`config.mk`:
```
export PLATFORM = sky130hd
export DESIGN_NAME = seq_tx_101
export DESIGN_NICKNAME = d
export VERILOG_FILES = /design/src/rtl/seq_link_pkg.sv /design/src/rtl/seq_tx_101.sv
export SDC_FILE = /design/constraint.sdc
export NUM_CORES = 1
export LEC_CHECK = 0
export ABC_AREA = 1
export BUFFER_PORTS_ARGS = -buffer_cell sky130_fd_sc_hd__clkbuf_2
export CORE_MARGIN = 1.5
export CORE_UTILIZATION = 59
export CTS_CLUSTER_DIAMETER = 200
export DETAILED_ROUTE_END_ITERATION = 6
export GPL_ROUTABILITY_DRIVEN = 0
export PLACE_DENSITY = 0.8
export SYNTH_ARGS = -nofsm -noshare
export SYNTH_HDL_FRONTEND = slang
export SYNTH_SLANG_ARGS = --single-unit
export TNS_END_PERCENT = 20
```
`constraint.sdc`:
```
create_clock -name clk -period 3.65 [get_ports clk]
set_input_delay 0.73 -clock clk [delete_from_list [all_inputs] [get_ports clk]]
set_output_delay 0.73 -clock clk [all_outputs]
set_load 0.005 [all_outputs]
```
`src/rtl/seq_link_pkg.sv`:
```
// Definitions shared by both ends of the "101" serial link: FSM encoding and
// the frame marker, so transmitter and detector can never disagree on them.
package seq_link_pkg;

  typedef enum logic [1:0] {
    ST_IDLE = 2'd0,
    ST_MARK = 2'd1,
    ST_DATA = 2'd2,
    ST_GAP  = 2'd3
  } link_state_e;

  localparam int MARKER_LEN = 3;
  localparam logic [MARKER_LEN-1:0] MARKER = 3'b101;

endpackage

```
`src/rtl/seq_tx_101.sv`:
```
// Bit-serial frame transmitter: 101 marker, DATA_W payload bits MSB-first,
// then GAP idle zeros. One word accepted per frame over valid/ready.
module seq_tx_101
  import seq_link_pkg::*;
#(
  parameter int DATA_W = 8,
  parameter int GAP    = 2
) (
  input  logic              clk,
  input  logic              rst_n,
  input  logic [DATA_W-1:0] din,
  input  logic              din_valid,
  output logic              din_ready,
  output logic              tx_bit,
  output logic              tx_active,
  output logic              frame_done,
  output link_state_e       state
);

  // Handshake: a word transfers on any rising edge where din_valid && din_ready;
  // din_ready is high only in IDLE, and a valid seen outside IDLE is not queued.

  generate
    if (DATA_W < 1 || DATA_W > 32) begin : g_bad_data_w
      $error("seq_tx_101: DATA_W must be within 1..32");
    end
    if (GAP < 1 || GAP > 15) begin : g_bad_gap
      $error("seq_tx_101: GAP must be within 1..15");
    end
  endgenerate

  localparam int CNT_TOP  = (DATA_W > MARKER_LEN) ? DATA_W : MARKER_LEN;
  localparam int CNT_SPAN = (GAP > CNT_TOP) ? GAP : CNT_TOP;
  localparam int CNT_W    = $clog2(CNT_SPAN);

  localparam logic [CNT_W-1:0] MARK_LAST = CNT_W'(MARKER_LEN - 1);
  localparam logic [CNT_W-1:0] DATA_LAST = CNT_W'(DATA_W - 1);
  localparam logic [CNT_W-1:0] DATA_PEN  = CNT_W'((DATA_W > 1) ? DATA_W - 2 : 0);
  localparam logic [CNT_W-1:0] GAP_LAST  = CNT_W'(GAP - 1);

  logic [CNT_W-1:0]      cnt;
  logic [DATA_W-1:0]     shreg;
  logic [MARKER_LEN-1:0] mark_sh;

  assign din_ready = (state == ST_IDLE);

  // Outputs are loaded one edge ahead: the value registered on a transition
  // edge is the bit shown during the first cycle of the next state.
  always_ff @(posedge clk or negedge rst_n) begin
    if (!rst_n) begin
      state      <= ST_IDLE;
      cnt        <= '0;
      shreg      <= '0;
      mark_sh    <= '0;
      tx_bit     <= 1'b0;
      tx_active  <= 1'b0;
      frame_done <= 1'b0;
    end else begin
      case (state)
        ST_IDLE: begin
          if (din_valid) begin
            state     <= ST_MARK;
            cnt       <= '0;
            shreg     <= din;
            tx_bit    <= MARKER[MARKER_LEN-1];
            mark_sh   <= MARKER << 1;
            tx_active <= 1'b1;
          end
        end
        ST_MARK: begin
          if (cnt == MARK_LAST) begin
            state      <= ST_DATA;
            cnt        <= '0;
            tx_bit     <= shreg[DATA_W-1];
            shreg      <= shreg << 1;
            frame_done <= (DATA_W == 1);
          end else begin
            cnt     <= cnt + 1'b1;
            tx_bit  <= mark_sh[MARKER_LEN-1];
            mark_sh <= mark_sh << 1;
          end
        end
        ST_DATA: begin
          if (cnt == DATA_LAST) begin
            state      <= ST_GAP;
            cnt        <= '0;
            tx_bit     <= 1'b0;
            tx_active  <= 1'b0;
            frame_done <= 1'b0;
          end else begin
            cnt        <= cnt + 1'b1;
            tx_bit     <= shreg[DATA_W-1];
            shreg      <= shreg << 1;
            frame_done <= (cnt == DATA_PEN);
          end
        end
        ST_GAP: begin
          if (cnt == GAP_LAST) begin
            state <= ST_IDLE;
            cnt   <= '0;
          end else begin
            cnt <= cnt + 1'b1;
          end
        end
        default: state <= ST_IDLE;
      endcase
    end
  end

endmodule

```
# Word level (Yosys, flattened, before mapping)

Index checks and enable logic that the tools add are counted.

$add $sub $neg: 1
Equal/unequal tests: 13
Muxes and demuxes: 26
Reduce and logical (&&, ||, !) cells: 11

Operator list:

| kind                                                             | count |
|---|---|
| 8-bit two-way mux                                                | 3 |
| 8-bit one-hot mux with 3 select lines                            | 1 |
| 3-bit two-way mux                                                | 6 |
| 2-bit != test (second input constant)                            | 6 |
| 3-bit one-hot mux with 4 select lines                            | 1 |
| 2-bit two-way mux                                                | 4 |
| 2-bit one-hot mux with 4 select lines                            | 1 |
| 4-bit AND reduction                                              | 2 |
| 3-bit == test (second input constant)                            | 2 |
| 1-bit two-way mux                                                | 6 |
| 3-bit one-hot mux with 2 select lines                            | 1 |
| 3-bit AND reduction                                              | 2 |
| 2-bit nonzero test                                               | 3 |
| 2-bit == test (second input constant)                            | 2 |
| 1-bit one-hot mux with 2 select lines                            | 2 |
| 2-bit AND reduction                                              | 2 |
| 3-bit by 1-bit adder with 3-bit output (second input constant)   | 1 |
| 3-bit by 1-bit == test with 1-bit output (second input constant) | 1 |
| 3-bit by 2-bit == test with 1-bit output (second input constant) | 1 |
| 1-bit one-hot mux with 3 select lines                            | 1 |
| 3-bit nonzero test                                               | 1 |
| 2-bit by 1-bit == test with 1-bit output (second input constant) | 1 |
| 2-bit zero test                                                  | 1 |

Register bits after elaboration: 19
Input bits: 11
Output and inout port bits: 6
Word-level logic and storage cells: 58

# Depth between registers and ports, before layout

Gate-level depths: netlist of run 1.

Word-level depth: 3
Gate-level depth with buffers: 9
Mapped depth without buffers: 9

# Least setup slack after synthesis of run 1

No wires, ideal clock.

Path kind: reg-to-output
Start: register state[0]
End: output din_ready
Arrival time: 0.783 ns
Required time: 2.920 ns
Path slack: 2.137 ns
Stages on the path, launching flop included: 3
Path buffers: 0
Cells stage by stage: dfrtp_1 > inv_1 > ha_1

Word-level cells in the longest chain between the ends: 1

RTL lines:

| what                   | RTL line         | text |
|---|---|---|
| start, declared        | seq_tx_101.sv:17 | `output link_state_e state` |
| start signal, assigned | seq_tx_101.sv:51 | `state <= ST_IDLE;` |
| start signal, assigned | seq_tx_101.sv:62 | `state <= ST_MARK;` |
| start signal, assigned | seq_tx_101.sv:72 | `state <= ST_DATA;` |
| 2-bit zero test        | seq_tx_101.sv:45 | `assign din_ready = (state == ST_IDLE);` |
| end, declared          | seq_tx_101.sv:13 | `output logic din_ready,` |

Every way passes these cells.

# Final worst setup path of run 1

Ends and elaborated chain as after synthesis.

==> flow_metrics.tcl, run 1 <==
set metrics [dict create \
    floorplan_core_area_um2 1942 \
    portBuffers 16 \
    dieArea_um2 2313 \
    setup_viol 0 \
    hold_path_class "input pin to async pin" \
    grt_start_max_net_pins 19 \
    fin_skew_ps 3.501 \
    cts_max_level 1 \
    total_power_w 0.001168 \
    timing_max_transition_violations_final 0 \
    worst_ir_drop_vdd_uv 512.6 \
    setup.worst_path.class "flop to primary output" \
    routed-via-count 932 \
    synthesis.nets 172 \
    chipHeight_um 48.10 \
    synth_enable_flop_cells 0 \
    clock_latency_ps 290 \
    grt_setup_unrepaired "false" \
    globalRouteTotalUtil_pct 20.48 \
    reg_power_share_pct 28.5 \
    comb_power_share_pct 60.8 \
    post_synth_fa_ha_maj_area_fraction_pct 11.47 \
    postCtsHoldBufs 0 \
    cts_setup_buffers 0 \
    floorplan.initialDensity_pct 61.79 \
    final_layout_size_suffix_gt1_share_pct 22.02 \
    timing.max_cap.violations 0 \
    synthMuxAreaShare_pct 0 \
    power_density_nw_per_um2 885.5 \
    crit_path_top_delay_cell "sky130_fd_sc_hd__dfrtp_1" \
    post_drt_via_cell_ratio 4.779 \
    grt.met1_usage_pct 30.88 \
    postSynthRegisterBits 18 \
    ys_async_sr_fraction_pct 100.0 \
    cp-end-kind "primary output" \
    sw_frac_of_total_pct 48.63 \
    layout.filler_cells 176 \
    yosys.area.top_type_share_pct 37.54 \
    yosysWarnings 0 \
    yosys.area_share.xor_xnor_pct 0 \
    cts_buffers 3 \
    ant_nets 0 \
    firstDrtPassIters 4 \
    clock_tree.buffer_depth 2 \
    yosys-top-cells-area "sky130_fd_sc_hd__dfrtp_1, sky130_fd_sc_hd__nand2_1, sky130_fd_sc_hd__ha_1" \
    flow.area_growth_from_synthesis_pct 9.906 \
    clk_root_buffer_cell "sky130_fd_sc_hd__clkbuf_4" \
    worst_ep_arrival_time_ps 1330 \
    relSlewSlack_pct 69.67 \
    clock.fmax_mhz 486.0 \
    nNetsFinal 191 \
    tritoncts "built" \
    dieWidth_um 48.10 \
    combined_area_of_the_multi_input_logic_cells_um2 629.4 \
    proportion_of_power_drawn_by_the_clock_network_pct 10.7 \
    clock-sinks 18 \
    power.switching_w 0.0005678 \
    n_antenna_cell 0 \
    synth-simple-area-share_pct 29.09 \
    cp_cell_sequence "inv_1 -> ha_1 -> clkbuf_2" \
    worst_pin_slew_ps 454.9 \
    detail_route.wl_per_cell_um 10.61 \
    critPathRequiredTime_ps 2920 \
    grt_util_met2_pct 29.07 \
    global_route_layer_with_the_greatest_usage "met1" \
    totalNegativeSetupSlack_ps 0 \
    worst_setup_path_start_kind "flop" \
    postSynthCellCount 150 \
    cts_resized 0 \
    synth_compound_gate_area_share_pct 11.89 \
    run_status "completed" \
    p_int_w 0.0005999 \
    count_of_endpoints_failing_hold_in_the_final_timing_report 0 \
    clkTransAtPathRegs_ps 110 \
    worst_path_largest_cell_delay_ps 460 \
    post-route-period-util_pct 56.38 \
    syn_area_per_cell_um2 7.999 \
    via_count_of_the_first_global_routing_pass 753 \
    grt_first_pass_wirelength_um 3249 \
    grt.met3_usage_pct 4.444 \
    ys.flop_type "sky130_fd_sc_hd__dfrtp_1" \
    first_iter_violations 23 \
    drc 0 \
    yosys.cell_count.top_type "sky130_fd_sc_hd__nand2_1" \
    globalRouteOverflowTotal 0 \
    path_max_fanout 6 \
    power_leakage_nw 0.7243 \
    sequential_cell_area_um2 450.4 \
    final_util_pct 67.91 \
    initial_antenna_violation_count 0 \
    finalWirelength_um 2069 \
    floorplan.rows 16 \
    synth.cell_area_um2 1200 \
    post_synth_num_cell_types 21 \
    synth.yosys.seq_area_share_pct 37.54 \
    final_period_minus_worst_setup_slack_ps 2058 \
    synth_top_family_by_area "simple AND/OR/NAND/NOR gates" \
    yosys.area.top_type "sky130_fd_sc_hd__dfrtp_1" \
    ys_top_cells_by_count "sky130_fd_sc_hd__nand2_1, sky130_fd_sc_hd__inv_1, sky130_fd_sc_hd__dfrtp_1" \
    boundaryPins 17 \
    detailed_place_hpwl_um 1664 \
]
-- final cells by class --
cell class,instances,area share (%)
multi-input combinational,107,47.72
sequential,18,34.16
inverter,23,6.736
timing repair buffer,16,6.072
clock buffer,4,2.751
tap,27,2.562
-- through the flow --
step                      hold WS (ps)  cell area, µm²  instances  worst slack, ps
after floorplan                  434.4            1200        150             2137
after global placement           465.8            1282        191             1992
after detailed placement         502.3            1282        191             1926
after CTS                        379.0            1319        195             1588
after global routing             389.5            1319        195             1487
final                            361.8            1319        195             1592
-- layout by cell type, fill, tap and decap left out, types with 6 or more instances in the layout --
| cell | count |
|---|---|
| sky130_fd_sc_hd__nand3_1 | 7 |
| sky130_fd_sc_hd__nand2_1 | 48 |
| sky130_fd_sc_hd__dfrtp_1 | 18 |
| sky130_fd_sc_hd__o21ai_2 | 6 |
| sky130_fd_sc_hd__ha_1 | 11 |
| sky130_fd_sc_hd__o21ai_0 | 12 |
| sky130_fd_sc_hd__inv_1 | 21 |
| sky130_fd_sc_hd__clkbuf_2 | 16 |
| sky130_fd_sc_hd__nor2_1 | 9 |
-- power groups by stage --
stage / combinational (W) / clock (W) / sequential [W]
floorplan: 0.000635 / 0 / 0.000327
global placement: 0.000690 / 0 / 0.000331
detailed placement: 0.000716 / 0 / 0.000337
CTS: 0.000719 / 0.000128 / 0.000333
global route: 0.000807 / 0.000136 / 0.000345
finish: 0.000710 / 0.000125 / 0.000333
-- final timing paths --
kind	from	to	slack, ps	cells past startpoint
max	state[0]	din_ready	1590	3
min	rst_n	tx_bit	360	1
max reg2reg	state[0]	shreg[5]	2000	6
min reg2reg	frame_done	frame_done	510	2
max in group asynchronous	rst_n	tx_active	2980	1
min in group clk	frame_done	frame_done	510	2
-- per-layer routing --
| metal | routed length [µm] | up-vias |
|---|---|---|
| li1 | - | 503 |
| met1 | 1121 | 410 |
| met2 | 861 | 15 |
| met3 | 68 | 4 |
| met4 | 17 | 0 |
| met5 | 0 | - |
-- cell families after synthesis --
kind of cell | after synthesis
adders and majority gates | 11
and+or+nand+nor | 73
buffers and inverters | 25
AOI/OAI and AO/OA | 23
DFF | 18
-- sequential cells by signal (all words and copies together), names as in the netlist --
name	count
state	2
shreg	8
tx_active	1
mark_sh	2
cnt	3
frame_done	1
tx_bit	1
-- worst max-delay path: cells and delay by family (launching register included) --
| family | cells | cell delay, ps |
|---|---|---|
| DFF | 1 | 460 |
| buffers and inverters | 2 | 290 |
| adders and majority gates | 1 | 290 |
No activity file was read; power rests on OpenSTA's default activity.
==> run 2: changes to the inputs <==
--- a/config.mk
+++ b/config.mk
@@ -5,14 +5,14 @@
 export SDC_FILE = /design/constraint.sdc
 export NUM_CORES = 1
 export LEC_CHECK = 0
-export ABC_AREA = 1
+export ABC_AREA = 0
 export BUFFER_PORTS_ARGS = -buffer_cell sky130_fd_sc_hd__clkbuf_2
 export CORE_MARGIN = 1.5
-export CORE_UTILIZATION = 59
+export CORE_UTILIZATION = 55
 export CTS_CLUSTER_DIAMETER = 200
 export DETAILED_ROUTE_END_ITERATION = 6
 export GPL_ROUTABILITY_DRIVEN = 0
-export PLACE_DENSITY = 0.8
+export PLACE_DENSITY = 0.75
 export SYNTH_ARGS = -nofsm -noshare
 export SYNTH_HDL_FRONTEND = slang
 export SYNTH_SLANG_ARGS = --single-unit
==> constraint.sdc (replaced) <==
create_clock -name clk -period 2.1 [get_ports clk]
set_input_delay 0.42 -clock clk [delete_from_list [all_inputs] [get_ports clk]]
set_output_delay 0.42 -clock clk [all_outputs]
set_load 0.005 [all_outputs]
==> flow_metrics.tcl, run 2 <==
set metrics [dict create \
    n_antenna_cell 0 \
    dieArea_um2 2347 \
    yosys.area.top_type_share_pct 39.65 \
    cts_max_level 1 \
    firstDrtPassIters 4 \
    cp-end-kind "flop" \
    global_route_layer_with_the_greatest_usage "met2" \
    ys_async_sr_fraction_pct 100.0 \
    synth.cell_area_um2 1136 \
    synth_enable_flop_cells 0 \
    layout.cells.most_common "sky130_fd_sc_hd__dfrtp_1" \
    floorplan.initialDensity_pct 57.91 \
    final_layout_size_suffix_gt1_share_pct 20.77 \
    power_density_nw_per_um2 1532 \
    syn_area_per_cell_um2 9.966 \
    clock_latency_ps 300 \
    yosys.cell_count.top_type "sky130_fd_sc_hd__dfrtp_1" \
    detailed_place_hpwl_um 1676 \
    yosysWarnings 0 \
    path_buf_inv 2 \
    floorplan.rows 16 \
    clk_root_buffer_cell "sky130_fd_sc_hd__clkbuf_4" \
    timing_max_transition_violations_final 0 \
    fin_skew_ps 2.192 \
    worst_path_largest_cell_delay_ps 430 \
    nNetsFinal 154 \
    detail_route.wl_per_cell_um 13.74 \
    post_synth_num_cell_types 28 \
    ys.flop_type "sky130_fd_sc_hd__dfrtp_1" \
    hold_path_class "input pin to async pin" \
    ant_nets 0 \
    post_drt_via_cell_ratio 5.427 \
    clock.fmax_mhz 540.6 \
    cts_buffers 3 \
    cts_resized 0 \
    grt_start_max_net_pins 19 \
    worst_pin_slew_ps 466.2 \
    path_max_fanout 16 \
    relSlewSlack_pct 68.92 \
    finalWirelength_um 2157 \
    sequential_cell_area_um2 450.4 \
    worst_ir_drop_vdd_uv 885.8 \
    portBuffers 16 \
    globalRouteTotalUtil_pct 21.59 \
    cp_cell_sequence "inv_1 -> ha_1 -> nor2b_1 -> a2111oi_4 -> buf_4 -> nor2_1 -> a21oi_1" \
    grt_first_pass_wirelength_um 3926 \
    yosys.area.top_type "sky130_fd_sc_hd__dfrtp_1" \
    yosys-top-cells-area "sky130_fd_sc_hd__dfrtp_1, sky130_fd_sc_hd__ha_1, sky130_fd_sc_hd__mux2i_1" \
    boundaryPins 17 \
    largest_registers "shreg (8), cnt (3)" \
    grt_util_met2_pct 40.74 \
    final_cell_mix "sky130_fd_sc_hd__dfrtp_1, sky130_fd_sc_hd__clkbuf_2, sky130_fd_sc_hd__inv_1, sky130_fd_sc_hd__ha_1" \
    grt_setup_unrepaired "false" \
    synthesis.nets 136 \
    count_of_endpoints_failing_hold_in_the_final_timing_report 0 \
    flow.area_growth_from_synthesis_pct 9.692 \
    routed-via-count 852 \
    grt.met1_usage_pct 24.34 \
    chipHeight_um 48.45 \
    first_iter_violations 19 \
    post-route-period-util_pct 88.09 \
    postSynthRegisterBits 18 \
    layout.filler_cells 191 \
    setup_slack_after_layout_ps 250.0 \
    clock-sinks 18 \
    clock_tree.buffer_depth 2 \
    run_status "completed" \
    grt.met3_usage_pct 2.160 \
    postSynthCellCount 114 \
    critical_path.top_delay_family "compound AO/OA/AOI/OAI gates" \
    total_power_w 0.001909 \
    dieWidth_um 48.45 \
    drc 0 \
    synth.yosys.seq_area_share_pct 39.65 \
    registers.top_by_ff_count "shreg" \
    clkTransAtPathRegs_ps 100 \
    totalNegativeSetupSlack_ps 0 \
    largest_register_ff_count 8 \
    detailedPlace.worstSlack_ps 253.8 \
    via_count_of_the_first_global_routing_pass 900 \
    power_leakage_nw 0.6055 \
    worst_ep_arrival_time_ps 2070 \
    combined_area_of_the_multi_input_logic_cells_um2 599.3 \
    critPathRequiredTime_ps 2320 \
    ys_top_cells_by_count "sky130_fd_sc_hd__dfrtp_1, sky130_fd_sc_hd__inv_1, sky130_fd_sc_hd__ha_1" \
    globalRouteOverflowTotal 0 \
    timing.max_cap.violations 0 \
    postCtsHoldBufs 0 \
    cts_setup_buffers 0 \
    tritoncts "built" \
    worst_setup_path_start_kind "flop" \
    setup.worst_path.class "flop to flop" \
    crit_path_top_delay_cell "sky130_fd_sc_hd__dfrtp_1" \
    floorplan_core_area_um2 1962 \
    initial_antenna_violation_count 0 \
    setup_viol 0 \
    final_period_minus_worst_setup_slack_ps 1850 \
]
## run 2: changes by cell type after synthesis, moves of 3 or more
cell,before,now
sky130_fd_sc_hd__a21oi_1,3,6
sky130_fd_sc_hd__inv_1,21,12
sky130_fd_sc_hd__mux2i_1,0,10
sky130_fd_sc_hd__nand2_1,48,8
sky130_fd_sc_hd__nand2_4,3,0
sky130_fd_sc_hd__nand2b_1,0,3
sky130_fd_sc_hd__nand3_1,7,4
sky130_fd_sc_hd__o21ai_0,12,6
sky130_fd_sc_hd__o21ai_2,6,0
## run 2: cells by family (layout without fill, tap and decap cells)
logic type | after synthesis | count (layout) | synth area share (%)
AND/OR/NAND/NOR | 30 | 30 | 12.67
AO/OA/AOI/OAI | 26 | 26 | 17.18
flip-flops | 18 | 18 | 39.65
buffers and inverters | 17 | 33 | 7.599
multiplexers | 12 | 12 | 10.79
adder cells (fa/ha/maj) | 11 | 11 | 12.11
## run 2: metal layers
metal	part of all wire (%)	vias to the layer above	wire length, µm
met5	0	-	0
met4	2.1	0	46
met3	3.2	5	68
met2	54	18	1161
met1	41	406	881
li1	-	423	-
## run 2: worst register-to-register path, delay by kind of cell, from the launching register on
| family | cells | cell delay [ps] |
|---|---|---|
| and+or+nand+nor | 2 | 250 |
| AOI/OAI and AO/OA | 2 | 440 |
| adders and majority gates | 1 | 290 |
| buffers and inverters | 2 | 370 |
| DFF | 1 | 430 |
## run 2: path summary, 6_finish.rpt
kind	endpoint	start	slack (ps)	depth (start not counted)
max in group asynchronous	shreg[7]	rst_n	1730	1
worst min-delay path	mark_sh[1]	rst_n	50	1
worst min register to register	shreg[6]	shreg[6]	530	2
worst max register to register	shreg[4]	state[0]	250	7
min in group clk	shreg[0]	din[0]	370	3
worst max-delay path	shreg[4]	state[0]	250	7
## run 2: stage by stage
step                cells  utilization, %  hold WS, ps  cell area, µm²
floorplan             114               -        124.4            1136
CTS                   157           63.52        71.67            1246
global route          157           63.52        86.42            1246
global placement      154           62.37        389.5            1224
finish                157           63.52        54.83            1246
detailed placement    154           62.37        390.3            1224
## run 2: final cells by class
cell class,count,area share (%)
Sequential cell,18,36.14
Tap cell,27,2.711
Inverter,12,3.614
Timing Repair Buffer,18,7.630
Multi-Input combinational cell,79,48.09
Clock buffer,3,1.807
## run 2: report_power, final
group | leakage [nW] | internal [W] | switching (W)
logic | 0.380 | 0.000503 | 0.000621
clock network | 0.0138 | 0.0000669 | 0.000107
registers | 0.212 | 0.000497 | 0.000114
==> run 3: changes to the inputs <==
--- a/config.mk
+++ b/config.mk
@@ -7,12 +7,13 @@
 export LEC_CHECK = 0
 export ABC_AREA = 0
 export BUFFER_PORTS_ARGS = -buffer_cell sky130_fd_sc_hd__clkbuf_2
+export CORE_ASPECT_RATIO = 1.5
 export CORE_MARGIN = 1.5
 export CORE_UTILIZATION = 55
 export CTS_CLUSTER_DIAMETER = 200
 export DETAILED_ROUTE_END_ITERATION = 6
 export GPL_ROUTABILITY_DRIVEN = 0
-export PLACE_DENSITY = 0.75
+export PLACE_DENSITY = 0.79
 export SYNTH_ARGS = -nofsm -noshare
 export SYNTH_HDL_FRONTEND = slang
 export SYNTH_SLANG_ARGS = --single-unit
==> flow_metrics.tcl, run 3 (synthesis results as in run 2) <==
set metrics [dict create \
    grt.met1_usage_pct 22.96 \
    cts_resized 0 \
    cp-end-kind "flop" \
    final_cell_mix "sky130_fd_sc_hd__dfrtp_1, sky130_fd_sc_hd__clkbuf_2, sky130_fd_sc_hd__inv_1, sky130_fd_sc_hd__ha_1" \
    boundaryPins 17 \
    postCtsHoldBufs 0 \
    detailed_place_hpwl_um 1635 \
    count_of_endpoints_failing_hold_in_the_final_timing_report 0 \
    totalNegativeSetupSlack_ps 0 \
    comb_power_share_pct 58.9 \
    power.switching_w 0.0008235 \
    power_leakage_nw 0.6055 \
    timing.max_cap.violations 0 \
    worst_setup_path_start_kind "flop" \
    initial_antenna_violation_count 0 \
    largest_register_ff_count 8 \
    final_util_pct 62.72 \
    clk_root_buffer_cell "sky130_fd_sc_hd__clkbuf_4" \
    largest_registers "shreg (8), cnt (3)" \
    floorplan.initialDensity_pct 57.47 \
    floorplan.rows 20 \
    setup.worst_path.class "flop to flop" \
    worst_path_largest_cell_delay_ps 430 \
    grt_util_met2_pct 37.56 \
    clkTransAtPathRegs_ps 100 \
    cts_max_level 1 \
    tritoncts "built" \
    timing.reg2reg.worst_path_depth 7 \
    globalRouteOverflowTotal 0 \
    path_max_fanout 16 \
    cp_cell_sequence "inv_1 -> ha_1 -> nor2b_1 -> a2111oi_4 -> buf_4 -> nand3_1 -> o21ai_0" \
    crit_path_top_delay_cell "sky130_fd_sc_hd__dfrtp_1" \
    firstDrtPassIters 4 \
    grt_setup_unrepaired "false" \
    cts_buffers 3 \
    sw_frac_of_total_pct 43.55 \
    n_antenna_cell 0 \
    worst_pin_slew_ps 442.4 \
    clock_latency_ps 290 \
    total_power_w 0.001891 \
    fin_skew_ps 5.227 \
    worst_ir_drop_vdd_uv 1010 \
    power_density_nw_per_um2 1525 \
    via_count_of_the_first_global_routing_pass 842 \
    p_int_w 0.001067 \
    drc 0 \
    hold_path_class "input pin to async pin" \
    clock.fmax_mhz 542.6 \
    ant_nets 0 \
    grt_start_max_net_pins 19 \
    routed-via-count 855 \
    worst_ep_arrival_time_ps 2050 \
    dieWidth_um 40.11 \
    floorplan_core_area_um2 1977 \
    chipHeight_um 58.67 \
    r2r_slack_ps 260 \
    relSlewSlack_pct 70.51 \
    critPathRequiredTime_ps 2310 \
    r2r-start "state[0]" \
    reg_power_share_pct 32.0 \
    post_drt_via_cell_ratio 5.625 \
    setup_viol 0 \
    finalWirelength_um 2022 \
    layout.cells.most_common "sky130_fd_sc_hd__dfrtp_1" \
    first_iter_violations 12 \
    cts_setup_buffers 0 \
    critical_path.top_delay_family "flip-flops" \
    grt.met3_usage_pct 3.774 \
    clock_tree.buffer_depth 2 \
    globalRouteTotalUtil_pct 21.82 \
    portBuffers 16 \
    clock-sinks 18 \
    final_period_minus_worst_setup_slack_ps 1843 \
    registers.top_by_ff_count "shreg" \
    post-route-period-util_pct 87.76 \
    dieArea_um2 2353 \
    run_status "completed" \
    nNetsFinal 154 \
    global_route_layer_with_the_greatest_usage "met2" \
    detail_route.wl_per_cell_um 13.30 \
    critical_path.reg2reg.endpoint "shreg[0]" \
    path_buf_inv 2 \
    timing_max_transition_violations_final 0 \
    flow.area_growth_from_synthesis_pct 9.141 \
    final_layout_size_suffix_gt1_share_pct 20.77 \
    grt_first_pass_wirelength_um 3532 \
    proportion_of_power_drawn_by_the_clock_network_pct 9.1 \
]
run 3: cell counts in the layout (fill, tap and decap cells not counted):
No cell type changed its count.
run 3: how the worst max path moves through the flow:
| stage | from | cells past startpoint | to |
|---|---|---|---|
| 2_1_floorplan | state[0] | 8 | shreg[7] |
| 3_3_place_gp | state[0] | 7 | shreg[0] |
| 4_1_cts | state[0] | 7 | shreg[0] |
| 6_report | state[0] | 7 | shreg[0] |
| 5_1_grt | state[0] | 7 | shreg[0] |
| 3_5_place_dp | state[0] | 7 | shreg[0] |
run 3: final cells by class:
| type | count | area, µm² |
|---|---|---|
| clock buffers | 3 | 22.52 |
| fillers | 184 | 737.0 |
| inverters | 12 | 45.04 |
| multi-input cells | 79 | 599.3 |
| flip-flops and latches | 18 | 450.4 |
| well taps | 22 | 27.53 |
| repair buffers | 18 | 95.09 |
run 3: per-layer routing:
| layer | wire [µm] | part of all wire [%] | vias to the layer above |
|---|---|---|---|
| met1 | 780 | 39 | 406 |
| met4 | 70 | 3.5 | 0 |
| li1 | - | - | 427 |
| met2 | 1110 | 55 | 16 |
| met3 | 60 | 3.0 | 6 |
| met5 | 0 | 0 | - |
run 3: stage by stage:
| stage | std cells | hold slack, ps | worst slack, ps | instance area [µm²] |
|---|---|---|---|---|
| 2_1_floorplan | 114 | 124.4 | 211.0 | 1136 |
| 3_3_place_gp | 149 | 386.9 | 306.2 | 1217 |
| 3_5_place_dp | 149 | 384.3 | 266.4 | 1217 |
| 4_1_cts | 152 | 59.36 | 243.9 | 1240 |
| 5_1_grt | 152 | 74.45 | 63.31 | 1240 |
| 6_report | 152 | 45.98 | 257.0 | 1240 |
run 3: power groups by stage:
| stage | sequential (W) | combinational (W) | clock (W) |
|---|---|---|---|
| after floorplan | 0.000591 | 0.000920 | 0 |
| after global placement | 0.000604 | 0.00109 | 0 |
| after detailed placement | 0.000614 | 0.00113 | 0 |
| after CTS | 0.000606 | 0.00113 | 0.000177 |
| after global routing | 0.000625 | 0.00125 | 0.000197 |
| final | 0.000605 | 0.00111 | 0.000172 |
